==> src/rtl/core_pkg.sv <==
// Shared decode types and encodings for the RV32 decode stage.
package core_pkg;

    localparam logic [6:0] OPC_OP     = 7'b0110011;
    localparam logic [6:0] OPC_OP_IMM = 7'b0010011;

    localparam logic [6:0] F7_BASE = 7'b0000000;
    localparam logic [6:0] F7_ALT  = 7'b0100000;

    localparam int IMM_W = 12;

    // imm holds the raw 12-bit I-immediate (or zero-extended shamt); widened at the output
    typedef struct packed {
        logic [6:0]       opcode;
        logic [2:0]       func3;
        logic [6:0]       func7;
        logic [4:0]       rd;
        logic [4:0]       rs1;
        logic [4:0]       rs2;
        logic [IMM_W-1:0] imm;
        logic             use_imm;
        logic             illegal;
    } dec_pkt_t;

    typedef enum logic [1:0] {
        EMPTY = 2'd0,
        ONE   = 2'd1,
        TWO   = 2'd2
    } buf_state_e;

    function automatic logic alu_op_legal(input logic [2:0] func3, input logic [6:0] func7);
        return (func7 == F7_BASE) ||
               ((func7 == F7_ALT) && ((func3 == 3'b000) || (func3 == 3'b101)));
    endfunction

endpackage

==> src/rtl/skid_buffer.sv <==
// Two-entry registered valid/ready slice with flush; full throughput, one cycle latency.
//  state | meaning
//  EMPTY | no word held, out_valid low
//  ONE   | word in main register, presented downstream
//  TWO   | main presented, skid holds the next word, input stalled
module skid_buffer
    import core_pkg::*;
#(
    parameter type T = logic [7:0]
) (
    input  logic clk,
    input  logic rst_n,
    input  logic flush,
    input  T     in_data,
    input  logic in_valid,
    output logic in_ready,
    output T     out_data,
    output logic out_valid,
    input  logic out_ready
);

    buf_state_e state;
    T           main_q;
    T           skid_q;
    logic       in_xfer;
    logic       out_xfer;

    assign in_xfer  = in_valid & in_ready;
    assign out_xfer = out_valid & out_ready;
    assign out_data = main_q;

    always_ff @(posedge clk or negedge rst_n) begin
        if (!rst_n) begin
            state     <= EMPTY;
            main_q    <= '0;
            skid_q    <= '0;
            out_valid <= 1'b0;
            in_ready  <= 1'b1;
        end else if (flush) begin
            state     <= EMPTY;
            out_valid <= 1'b0;
            in_ready  <= 1'b1;
        end else begin
            case (state)
                EMPTY: begin
                    if (in_xfer) begin
                        main_q    <= in_data;
                        out_valid <= 1'b1;
                        state     <= ONE;
                    end
                end
                ONE: begin
                    if (in_xfer && out_xfer) begin
                        main_q <= in_data;
                    end else if (in_xfer) begin
                        skid_q   <= in_data;
                        in_ready <= 1'b0;
                        state    <= TWO;
                    end else if (out_xfer) begin
                        out_valid <= 1'b0;
                        state     <= EMPTY;
                    end
                end
                TWO: begin
                    if (out_xfer) begin
                        main_q   <= skid_q;
                        in_ready <= 1'b1;
                        state    <= ONE;
                    end
                end
                default: begin
                    state     <= EMPTY;
                    out_valid <= 1'b0;
                    in_ready  <= 1'b1;
                end
            endcase
        end
    end

endmodule

==> src/rtl/instr_decoder.sv <==
// RV32 decode stage: field split, legality check, skid-buffered output, illegal counter.
// Define DECODE_IMM_EN to accept OP-IMM and produce immediates; otherwise no immediate logic.
module instr_decoder
    import core_pkg::*;
#(
    parameter int REGISTER_SIZE = 32,
    parameter int ILL_CNT_W     = 8
) (
    input  logic                     clk_i,
    input  logic                     rst_ni,
    input  logic                     flush_i,
    input  logic [31:0]              instr_i,
    input  logic                     instr_valid_i,
    output logic                     instr_ready_o,
    output logic [6:0]               opcode_o,
    output logic [2:0]               func3_o,
    output logic [6:0]               func7_o,
    output logic [4:0]               rd_addr_o,
    output logic [4:0]               rs1_addr_o,
    output logic [4:0]               rs2_addr_o,
    output logic [REGISTER_SIZE-1:0] imm_o,
    output logic                     use_imm_o,
    output logic                     illegal_o,
    output logic                     dec_valid_o,
    input  logic                     dec_ready_i,
    output logic [ILL_CNT_W-1:0]     ill_cnt_o
);

    dec_pkt_t dec_d;
    dec_pkt_t dec_q;

    always_comb begin
        dec_d         = '0;
        dec_d.opcode  = instr_i[6:0];
        dec_d.rd      = instr_i[11:7];
        dec_d.func3   = instr_i[14:12];
        dec_d.rs1     = instr_i[19:15];
        dec_d.rs2     = instr_i[24:20];
        dec_d.func7   = instr_i[31:25];
        dec_d.illegal = 1'b1;
        if (dec_d.opcode == OPC_OP) begin
            dec_d.illegal = !alu_op_legal(dec_d.func3, dec_d.func7);
        end
`ifdef DECODE_IMM_EN
        else if (dec_d.opcode == OPC_OP_IMM) begin
            dec_d.use_imm = 1'b1;
            case (dec_d.func3)
                3'b001: begin
                    dec_d.illegal = (dec_d.func7 != F7_BASE);
                    dec_d.imm     = {{(IMM_W-5){1'b0}}, instr_i[24:20]};
                end
                3'b101: begin
                    dec_d.illegal = !((dec_d.func7 == F7_BASE) || (dec_d.func7 == F7_ALT));
                    dec_d.imm     = {{(IMM_W-5){1'b0}}, instr_i[24:20]};
                end
                default: begin
                    dec_d.illegal = 1'b0;
                    dec_d.imm     = instr_i[31:20];
                end
            endcase
        end
`endif
    end

    skid_buffer #(
        .T(dec_pkt_t)
    ) u_skid (
        .clk       (clk_i),
        .rst_n     (rst_ni),
        .flush     (flush_i),
        .in_data   (dec_d),
        .in_valid  (instr_valid_i),
        .in_ready  (instr_ready_o),
        .out_data  (dec_q),
        .out_valid (dec_valid_o),
        .out_ready (dec_ready_i)
    );

    assign opcode_o   = dec_q.opcode;
    assign func3_o    = dec_q.func3;
    assign func7_o    = dec_q.func7;
    assign rd_addr_o  = dec_q.rd;
    assign rs1_addr_o = dec_q.rs1;
    assign rs2_addr_o = dec_q.rs2;
    assign use_imm_o  = dec_q.use_imm;
    assign illegal_o  = dec_q.illegal;
    // shift amounts are stored with bit 11 clear, so one sign extension serves both forms
    assign imm_o      = {{(REGISTER_SIZE-IMM_W){dec_q.imm[IMM_W-1]}}, dec_q.imm};

    // counts at the output handshake, so a transfer completing in a flush cycle still counts
    always_ff @(posedge clk_i or negedge rst_ni) begin
        if (!rst_ni) begin
            ill_cnt_o <= '0;
        end else if (dec_valid_o && dec_ready_i && dec_q.illegal && (ill_cnt_o != '1)) begin
            ill_cnt_o <= ill_cnt_o + 1'b1;
        end
    end

endmodule
==> config.mk <==
export PLATFORM = sky130hd
export DESIGN_NAME = instr_decoder
export DESIGN_NICKNAME = d
export VERILOG_FILES = /design/src/rtl/core_pkg.sv /design/src/rtl/skid_buffer.sv /design/src/rtl/instr_decoder.sv
export SDC_FILE = /design/constraint.sdc
export NUM_CORES = 1
export LEC_CHECK = 0
export CAP_MARGIN = 40
export CORE_MARGIN = 10
export CORE_UTILIZATION = 40
export DETAILED_ROUTE_END_ITERATION = 6
export PLACE_DENSITY = 0.76
export SETUP_SLACK_MARGIN = 0.1
export SYNTH_ARGS = -nofsm -noshare
export SYNTH_HDL_FRONTEND = slang
export SYNTH_SLANG_ARGS = --single-unit
==> constraint.sdc <==
create_clock -name clk_i -period 2.3 [get_ports clk_i]
set_clock_uncertainty 0.2 [all_clocks]
set_input_delay 0.69 -clock clk_i [delete_from_list [all_inputs] [get_ports clk_i]]
set_output_delay 0.69 -clock clk_i [all_outputs]
set_load 0.01 [all_outputs]
==> results by group <==
Power
  • Share of total power in sequential cells: roughly 44%
  • Cell internal power dissipation: 3.607 mW
  • Combinational power share: 34.2%
  • Reported leakage power: ~2.3 nW
  • Part of the total power dissipated in the clock network: about 22%
  • Pwr per Cell Area: 1032 mW/mm^2
  • Peak supply drop: ~480 uV
  • Power dissipated by switching net loads: about 1.6 mW
  • Sw Ratio: between 30% and 40%

Global routing
  • Global routing usage summed across all routing layers: 12.63%
  • Number of antenna violations at the first check in global routing: 0
  • Remaining global-route overflow: 0
  • Global-route wire length before repair: 14410 um
  • Number of global-route vias before repair: 2697
  • Pin count of the biggest net entering global routing: 35

Yosys
  • Most used DFF post-synth: dfrtp_1
  • Async set-or-reset flop fraction in the synthesized netlist: 100.0%
  • Proportion of synthesized chip area in sequential cells: between 50 and 60%
  • Area share of and/or/nand/nor cells after synthesis: ~9%
  • Synth Area per Inst: 12.06 um^2
  • Synthesized-area fraction occupied by xor and xnor cells: under 10%
  • Post-Synth Adder-Cell Area: less than 1%
  • Library cells used by synthesis: 37
  • FF+latch count, synth: 78
  • Cell area after technology mapping: approximately 0.0038 mm^2
  • Multiplexer fraction of the synthesized cell area: approximately 18%
  • Post-synth EDFFs: 0
  • Largest family of logic cells by synthesized area: multiplexers
  • Number of instances in the synthesized netlist: 316
  • Compound-gate portion of the synthesized area: a little over 9%
  • Warnings, synthesis: 0

Floorplan
  • Die Span Y: around 120 um
  • Initial core utilization: between 40% and 50%
  • Die X: around 120 um
  • Floorplan die area: ~0.014 mm^2
  • Number of primary I/O pins: approximately 110
  • Number of rows created at floorplan: 35
  • Core region area: approximately 0.0092 mm^2

Worst setup path
  • Buf+Inv Stages, Crit Path: 1
  • Slowest-stage cell, CP: clkdlybuf4s50_1
  • Maximum fanout along the worst path: 2
  • Required @ worst endpoint: roughly 1400 ps
  • Arr. time, crit path: 1240 ps
  • Critical path launch point type: flop
  • Crit end category: output pin
  • Critical path, cell by cell: clkdlybuf4s50_1
  • Type of the worst setup path: reg -> out
  • Top Family by Delay on Critical Path: buffers and inverters
  • Critical path's largest stage delay: 540 ps

Clock tree
  • Clock-pin slew of the registers on the worst-case setup and hold paths: 80 ps
  • Max Root-Sink Buffers: 2
  • Clock tree sinks: a little under 80
  • Inserted Clock Buffers: 9
  • Worst-Skew Late Latency: between 300 and 400 ps
  • Clock tree from TritonCTS: yes
  • H-tree depth: 3
  • Cell at the root of the clock tree: clkbuf_8

STA
  • Aggregate negative setup slack: 0 ps
  • Slew Limit Fails: 0
  • Count of final hold-check violations: 0
  • Maximum clock frequency: about 470 MHz
  • Final-report setup violation count: 0
  • Final critical delay including setup and external delays: 2129 ps
  • Unrepaired setup endpoints after global routing: no
  • Final clock period utilization by the worst path: roughly 93%

Routing
  • Routed met1 length: ~3800 um
  • Top sig layer: met4
  • Count of TritonRoute iterations in the first routing pass: 4
  • DRC: 0
  • Met3 routed wirelength: approximately 710 um
  • Total number of vias: between 2000 and 3000
  • First DRT Iteration DRCs: 65
  • Number of nets still failing antenna checks after routing: 0
  • Final routed wire length divided by cell count: 15.59 um
  • Sum of routed wire length over all layers: between 8000 and 9000 um
  • Average vias per placed instance: approximately 4.6
  • Detailed-routed wire length on met2: 3997 um

Cells and area
  • Share of layout cells above drive strength 1: between 20% and 30%
  • Sequential cell area: 0.001957 mm^2
  • Area Growth Syn to Fin: 31.76%
  • Fill count: 802
  • Final antenna diode count: 0
  • Area of combinational cells with multiple inputs: around 0.0016 mm^2
  • Most common cell after layout, fill and taps aside: dfrtp_1
  • Non-filler cells in the finished layout: approximately 550
  • Post-Route Utilization: 54.33%
  • Number of nets in the layout: 452
  • Commonest non-fill, non-tap cells in the layout: 74 x dfrtp_1, 51 x clkdlybuf4s50_1, 37 x nor2_1

Hold path
  • Type of the worst min-delay path: in -> async

Placement
  • Estimated wirelength of the detail-placed design: around 6200 um
  • PortBufs: 79
  • Placed Cells: roughly 530
  • Gpl congestion: 0.7846

Run
  • Max-capacitance violation count: 0

Run status
  • Result of the run: complete, no violations
logic make-up after synthesis:
group / after synthesis
AO/OA/AOI/OAI: 45
XOR/XNOR: 8
adder cells (fa/ha/maj): 1
buffers and inverters: 49
flip-flops: 78
multiplexers: 66
other: 1
AND/OR/NAND/NOR: 68
metrics by stage:
stage	hold WS, ps	cell area, um^2	total power [mW]	setup slack [ps]
2_1_floorplan	194.4	3930	3.270	473.1
5_1_grt	62.80	5020	5.554	101.0
4_1_cts	63.58	4975	5.289	112.2
3_3_place_gp	257.5	4745	4.079	-132.0
3_5_place_dp	274.4	4745	4.162	-162.0
6_report	65.21	5020	5.178	170.5
cell type report:
| cell class | count | share of cell area [%] |
|---|---|---|
| clock inverters | 4 | 1.396 |
| clock buffers | 12 | 2.891 |
| multi-input cells | 221 | 31.98 |
| inverters | 1 | 0.07478 |
| well taps | 129 | 3.215 |
| repair buffers | 103 | 21.46 |
| flip-flops and latches | 78 | 38.98 |
power groups by stage:
stage          clock, mW  combinational [mW]  sequential, mW
6_report            1.12                1.77            2.29
4_1_cts             1.15                1.84            2.30
5_1_grt             1.23                1.95            2.37
3_5_place_dp           0                1.83            2.33
2_1_floorplan          0               0.878            2.39
3_3_place_gp           0                1.79            2.29
registers in the layout (all words and copies together), names as in the netlist:
| signal | cells |
|---|---|
| ill_cnt_o | 8 |
| u_skid.in_ready | 1 |
| u_skid.out_data | 33 |
| u_skid.out_valid | 1 |
| u_skid.skid_q | 33 |
| u_skid.state | 2 |
metal layers:
metal,up-vias,track usage (%)
li1,1216,-
met1,1238,15.10
met2,86,20.03
met3,7,5.995
met4,0,3.014
met5,-,0
final timing paths:
path / startpoint / endpoint / slack, ps / depth (start not counted)
worst min-delay path: rst_ni / u_skid.out_data[43]$_DFFE_PN0P_ / 70 / 1
worst max-delay path: u_skid.out_data[25]$_DFFE_PN0P_ / rd_addr_o[1] / 170 / 1
worst max register to register: u_skid.state[0]$_DFFE_PN0P_ / u_skid.out_data[16]$_DFFE_PN0P_ / 520 / 5
min in group clk_i: u_skid.skid_q[0]$_DFFE_PN0P_ / u_skid.skid_q[0]$_DFFE_PN0P_ / 290 / 2
max in group asynchronous: rst_ni / u_skid.out_data[30]$_DFFE_PN0P_ / 1300 / 2
worst min register to register: u_skid.skid_q[0]$_DFFE_PN0P_ / u_skid.skid_q[0]$_DFFE_PN0P_ / 290 / 2
synthesized netlist by cell type, drive strengths merged, types with 3 or more instances:
library cell | instances | area [um^2]
mux2i | 33 | 330.3
nor3 | 5 | 25.02
nand2 | 7 | 26.28
nand3 | 4 | 20.02
mux2 | 33 | 371.6
xor2 | 7 | 61.31
dfrtp | 77 | 1927
nand3b | 3 | 35.03
nor2 | 37 | 138.9
a21oi | 35 | 242.7
buf | 48 | 380.4
timing repair:
| item | CTS | global route |
|---|---|---|
| setup endpoints to repair | 12 | 18 |
| buffers inserted | 3 | 0 |
| hold buffers | 0 | 0 |
| gates resized for setup | 12 | 18 |
No activity file was read; power rests on OpenSTA's default activity.
